### config.mk
export PLATFORM = sky130hd
export DESIGN_NAME = trace_capture
export DESIGN_NICKNAME = d
export VERILOG_FILES = /design/src/rtl/trace_capture.sv
export SDC_FILE = /design/constraint.sdc
export NUM_CORES = 2
export LEC_CHECK = 0
export CAP_MARGIN = 20
export CORE_MARGIN = 2
export CORE_UTILIZATION = 60
export CTS_CLUSTER_SIZE = 20
export DETAILED_ROUTE_END_ITERATION = 10
export GPL_ROUTABILITY_DRIVEN = 0
export GPL_TIMING_DRIVEN = 1
export PLACE_DENSITY_LB_ADDON = 0.1
export SLEW_MARGIN = 20
export SYNTH_ARGS = -nofsm -noshare
export SYNTH_HDL_FRONTEND = slang
export SYNTH_SLANG_ARGS = --single-unit
### constraint.sdc
create_clock -name clk -period 9.9 [get_ports clk]
set_input_delay 2.97 -clock clk [delete_from_list [all_inputs] [get_ports clk]]
set_output_delay 2.97 -clock clk [all_outputs]
set_load 0.03 [all_outputs]
### src/rtl/trace_capture.sv
// trace_capture: commit-event tracer for the riscv core side-band outputs.
// Captures register write-backs and data-memory accesses, stamps each with a
// free-running cycle count, buffers them in a FIFO and drains them over a
// valid/ready stream. Up to two events (REG then MEM) are accepted per cycle.
// Optional build macro: TRACE_FILTER_X0_EN -- when defined, writes to x0 are
// discarded before the FIFO and are not counted as drops.
module trace_capture #(
    parameter int DEPTH = 16,
    parameter int TS_W  = 16
) (
    input  logic                     clk,
    input  logic                     reset,
    input  logic                     reg_write_sig,
    input  logic [4:0]               reg_num,
    input  logic [31:0]              reg_data,
    input  logic                     wr,
    input  logic                     rd,
    input  logic [8:0]               addr,
    input  logic [31:0]              wr_data,
    input  logic [31:0]              rd_data,
    output logic                     out_valid,
    input  logic                     out_ready,
    output logic [1:0]               out_kind,
    output logic [8:0]               out_idx,
    output logic [31:0]              out_data,
    output logic [TS_W-1:0]          out_ts,
    output logic [$clog2(DEPTH):0]   level,
    output logic [7:0]               drop_cnt
);

    localparam int AW = $clog2(DEPTH);
    localparam int LW = AW + 1;
    localparam int RW = 2 + 9 + 32 + TS_W;

    localparam logic [1:0] KIND_REG  = 2'b00;
    localparam logic [1:0] KIND_MEMW = 2'b01;
    localparam logic [1:0] KIND_MEMR = 2'b10;

    logic [TS_W-1:0] ts_q;
    logic [RW-1:0]   mem [DEPTH];
    logic [AW-1:0]   wr_ptr;
    logic [AW-1:0]   rd_ptr;

    logic            ev_reg;
    logic            ev_mem;
    logic            pop;
    logic [1:0]      need;
    logic [LW-1:0]   free;
    logic [1:0]      n_push;
    logic [1:0]      n_drop;
    logic [RW-1:0]   rec_reg;
    logic [RW-1:0]   rec_mem;
    logic [RW-1:0]   rec0;
    logic [RW-1:0]   head_next;
    logic [AW-1:0]   wr_ptr1;
    logic [AW-1:0]   rd_next;
    logic [LW-1:0]   level_next;
    logic [8:0]      drop_sum;

`ifdef TRACE_FILTER_X0_EN
    assign ev_reg = reg_write_sig & (reg_num != 5'd0);
`else
    assign ev_reg = reg_write_sig;
`endif

    // simultaneous wr and rd is illegal and produces no memory event
    assign ev_mem    = wr ^ rd;
    assign out_valid = (level != '0);

    // event formatting, space check, push/drop split and next-head selection
    always_comb begin
        rec_reg = {KIND_REG, 4'b0000, reg_num, reg_data, ts_q};
        rec_mem = {(wr ? KIND_MEMW : KIND_MEMR), addr, (wr ? wr_data : rd_data), ts_q};
        rec0    = ev_reg ? rec_reg : rec_mem;

        pop  = out_valid & out_ready;
        need = {1'b0, ev_reg} + {1'b0, ev_mem};
        free = LW'(DEPTH) - level + LW'(pop);

        // with only one free slot the REG record (written first) wins
        if (free >= LW'(need))
            n_push = need;
        else
            n_push = free[1:0];
        n_drop = need - n_push;

        wr_ptr1    = wr_ptr + 1'b1;
        rd_next    = rd_ptr + AW'(pop);
        level_next = level - LW'(pop) + LW'(n_push);

        // a FIFO that is empty after this cycle's pop takes its new head from
        // the record being written now, since storage is not yet updated
        if (level == LW'(pop))
            head_next = rec0;
        else
            head_next = mem[rd_next];

        drop_sum = {1'b0, drop_cnt} + 9'(n_drop);
    end

    // record storage; contents need no reset since level gates visibility
    always_ff @(posedge clk) begin
        if (n_push != 2'd0)
            mem[wr_ptr] <= rec0;
        if (n_push == 2'd2)
            mem[wr_ptr1] <= rec_mem;
    end

    // timestamp, pointers, occupancy and saturating drop counter
    always_ff @(posedge clk or negedge reset) begin
        if (!reset) begin
            ts_q     <= '0;
            wr_ptr   <= '0;
            rd_ptr   <= '0;
            level    <= '0;
            drop_cnt <= '0;
        end else begin
            ts_q     <= ts_q + 1'b1;
            wr_ptr   <= wr_ptr + AW'(n_push);
            rd_ptr   <= rd_next;
            level    <= level_next;
            drop_cnt <= drop_sum[8] ? 8'hFF : drop_sum[7:0];
        end
    end

    // registered head record; holds its last value while the FIFO is empty
    always_ff @(posedge clk or negedge reset) begin
        if (!reset) begin
            out_kind <= '0;
            out_idx  <= '0;
            out_data <= '0;
            out_ts   <= '0;
        end else if (level_next != '0) begin
            {out_kind, out_idx, out_data, out_ts} <= head_next;
        end
    end

endmodule
==> impl_results.md <==
* Status: finished clean
* CP max FO at 31
* Achievable Freq at 121 MHz
* Synth cell count leaders: edfxtp_1 (944), nand2_1 (608), o21ai_0 (520)
* DR vias at 30,343
* CP cell instances: clkdlybuf4s50_1 > xor2_1 > ha_1 > ha_1 > nand2b_1 > a211oi_2 > nand3_1 > mux2i_1 > inv_1 > ha_1 > inv_1 > ha_1 > inv_1 > fa_1 > nand2b_1 > a21oi_1 > o21ai_0 > and2_4 > or4_4 > buf_4 > a2bb2oi_1
* Post-CTS Setup Repair Bufs at 0
* Seq/Total Area, Yosys at 0.644
* Pwr Total at 16.3 mW
* Buffers plus inverters on the worst setup path at 5
* Worst Clk Skew at 0.0220 ns
* Syn_nets at 3,577
* Die Y-Extent at 286 um
* Hpwl dp at 67,900 um
* Synth area leader: edfxtp_1
* Pins Over Slew Limit at 0
* Clock transition at path regs at 0.06 ns
* Crit start category: input port
* Switching pwr at 5.38 mW
* Top-count cell post-synth: edfxtp_1
* Seq pwr share at 0.369
* Syn avg cell area at 13.9 sq um
* Synthesis-to-finish area growth at 13.9%
* Synth cell types at 49
* Sw frac at 0.330
* DR iter-0 viols at 3,698
* Total GRT Usage at 0.321
* Ys async rst share at 0.0923
* Worst skew pair latency at 0.67 ns
* Die width at 286 um
* Critical path type: input port to flip-flop
* Unrepaired setup endpoints after global routing: no
* Largest cells by area after synthesis: edfxtp_1 (59%), mux4_2 (14%), o21ai_0 (5.5%)
* # setup viols final at 0
* Fillcell total at 5,408
* Area of the die at 81,900 sq um
* Share of power burned in combinational logic at 0.387
* GRT Residual Overflow at 0
* CTS Hold Bufs at 0
* First-pass GRT wire length at 192,000 um
* CTS max path bufs at 3
* Final worst-path cycle share at 0.833
* Routed len/inst at 27.7 um
* Actual slew at the worst max-slew pin at 1.16 ns
* Row count at 103
* Initial Util at 0.605
* Max_cap viols at 0
* Clk pwr share at 0.243
* Syn Inst Count at 3,440
* Worst Hold Class: flip-flop to flip-flop
* Num CTS Buffers at 106
* H-tree depth reported by CTS at 3
* Post-route cell area at 54,400 sq um
* VDD IR max at 0.332 mV
* Top layer in use: met5
* Root Driver: clkbuf_16
* DP Area at 50,800 sq um
* Endpoints failing hold at 0
* Post-CTS sizing at 0
* FF+latch count, synth at 1,040
* Crit-path leading delay family: adder cells
* Top cell type's share of synthesized area at 0.594
* Number of global-route vias before repair at 30,504
* Metal-1 WL at 47,100 um
* Met3 wire len at 11,200 um
* Clock Sink Count at 1,040
* Crit end category: flip-flop
* Worst EP arrival at 8.80 ns
* Total internal power at 10.9 mW
* Req. time, crit path at 10.45 ns
* Power Density at 300 nW/um^2
* TritonRoute pass-1 iters at 6
* DRT antenna net count at 0
* Max incr delay on CP at 0.79 ns
* Core area at 78,900 sq um
* Largest net degree at the start of global routing at 85
* Ports at 189
* DR DRC count at 0
* Number of flops mapped to enable cells by yosys at 944
* Vias per cell at 6.53
* Netlist area before placement at 47,800 sq um
* Ratio of cells with drive above 1 in the final layout at 0.180
* Leak Pwr at 19.4 nW
* Antenna violations before repair at 4
* Metal2 WL at 65,600 um
* Top FF cell, synth: edfxtp_1
* Port Buffers at 188
* Final period demand of the worst path at 8.25 ns
* Worst path slowest cell: or4_4
* Final WL at 129,000 um
* Relative slew slack at 0.226
* TritonCTS clock tree: done
* Nets at 3,641
* Most Frequent Cell on Critical Path: ha_1
* Synth Warn # at 0
[worst register-to-register path, cell delays in order, from the launching register on]
cell and delay (ns):
dfrtp_1 0.45, inv_1 0.13, ha_1 0.26, nand3b_1 0.13
nand2_1 0.12, ha_1 0.17, inv_1 0.05, ha_1 0.34
ha_1 0.32, a211oi_2 0.34, nand3_1 0.22, mux2i_1 0.42
inv_1 0.14, ha_1 0.32, inv_1 0.06, ha_1 0.16
inv_1 0.06, fa_1 0.45, nand2b_1 0.16, a21oi_1 0.21
o21ai_0 0.21, and2_4 0.20, or4_4 0.79, buf_4 0.44
a2bb2oi_1 0.23
[flip-flops by register name, summed over array words and instances (netlist names)]
signal	flops
mem	944
out_data	32
out_ts	16
ts_q	16
out_idx	9
drop_cnt	8
level	5
rd_ptr	4
wr_ptr	4
out_kind	2
[layout make-up]
type | count | area, sq um | area share
antenna | 3 | 7.51 | 0.000138
clock buffer | 150 | 2990 | 0.0550
clock inverter | 48 | 453 | 0.00833
inverter | 20 | 76.3 | 0.00140
multi-input combinational | 2053 | 16100 | 0.296
sequential | 1040 | 30700 | 0.565
tap | 1050 | 1310 | 0.0242
timing repair buffer | 283 | 2700 | 0.0497
[worst paths after layout]
path | startpoint | endpoint | slack, ns | cells past startpoint
setup / recovery | rd | out_data[11] | 1.65 | 21
hold / removal | out_ts[3] | out_ts[3] | 0.55 | 1
setup reg to reg | level[2] | out_data[11] | 3.43 | 24
hold reg to reg | out_ts[3] | out_ts[3] | 0.55 | 1
max in group asynchronous | reset | out_data[0] | 6.02 | 3
min in group asynchronous | reset | out_data[26] | 2.26 | 1
[routing by layer]
| layer | vias to the layer above | GRT usage |
|---|---|---|
| met1 | 15285 | 0.421 |
| met2 | 1646 | 0.546 |
| met5 | - | 0 |
| li1 | 13097 | - |
| met4 | 2 | 0.129 |
| met3 | 313 | 0.0463 |
[layout by cell type (no fill, tap or decap), drive strengths merged, types with 96 or more instances in the layout]
cell type	instances
clkdlybuf4s50	185
nor2	128
edfxtp	944
nand2	608
mux4	295
dfrtp	96
buf	98
a21oi	182
clkbuf	150
o21ai	528
[logic make-up (layout without fill, tap and decap cells)]
| family | Yosys count | count (layout) | share of synthesized area |
|---|---|---|---|
| other | 0 | 3 | 0 |
| flip-flops | 1040 | 1040 | 0.644 |
| XOR/XNOR | 30 | 30 | 0.00550 |
| buffers and inverters | 347 | 501 | 0.0309 |
| AND/OR/NAND/NOR | 870 | 870 | 0.0752 |
| multiplexers | 340 | 340 | 0.149 |
| AO/OA/AOI/OAI | 792 | 792 | 0.0896 |
| adder cells (fa/ha/maj) | 21 | 21 | 0.00582 |
[power groups by stage]
| stage | registers (mW) | clock network (mW) | logic (mW) |
|---|---|---|---|
| after floorplan | 6.29 | 0 | 4.21 |
| after global placement | 6.06 | 0 | 6.16 |
| after detailed placement | 6.10 | 0 | 6.30 |
| after CTS | 6.02 | 3.99 | 6.33 |
| after global routing | 6.07 | 4.16 | 6.71 |
| final | 6.02 | 3.97 | 6.31 |
[through the flow]
stage | cells | setup WS, ns | hold slack (ns) | setup TNS, ns | utilization
after floorplan | 3440 | -1.70 | 0.477 | -218.38 | -
after global placement | 4439 | 1.22 | 0.513 | 0 | 0.642
after detailed placement | 4445 | 1.04 | 0.530 | 0 | 0.644
after CTS | 4643 | 1.71 | 0.545 | 0 | 0.687
after global routing | 4646 | 1.33 | 0.581 | 0 | 0.690
final | 4647 | 1.65 | 0.553 | 0 | 0.690
(Power assumes the default switching activity.)
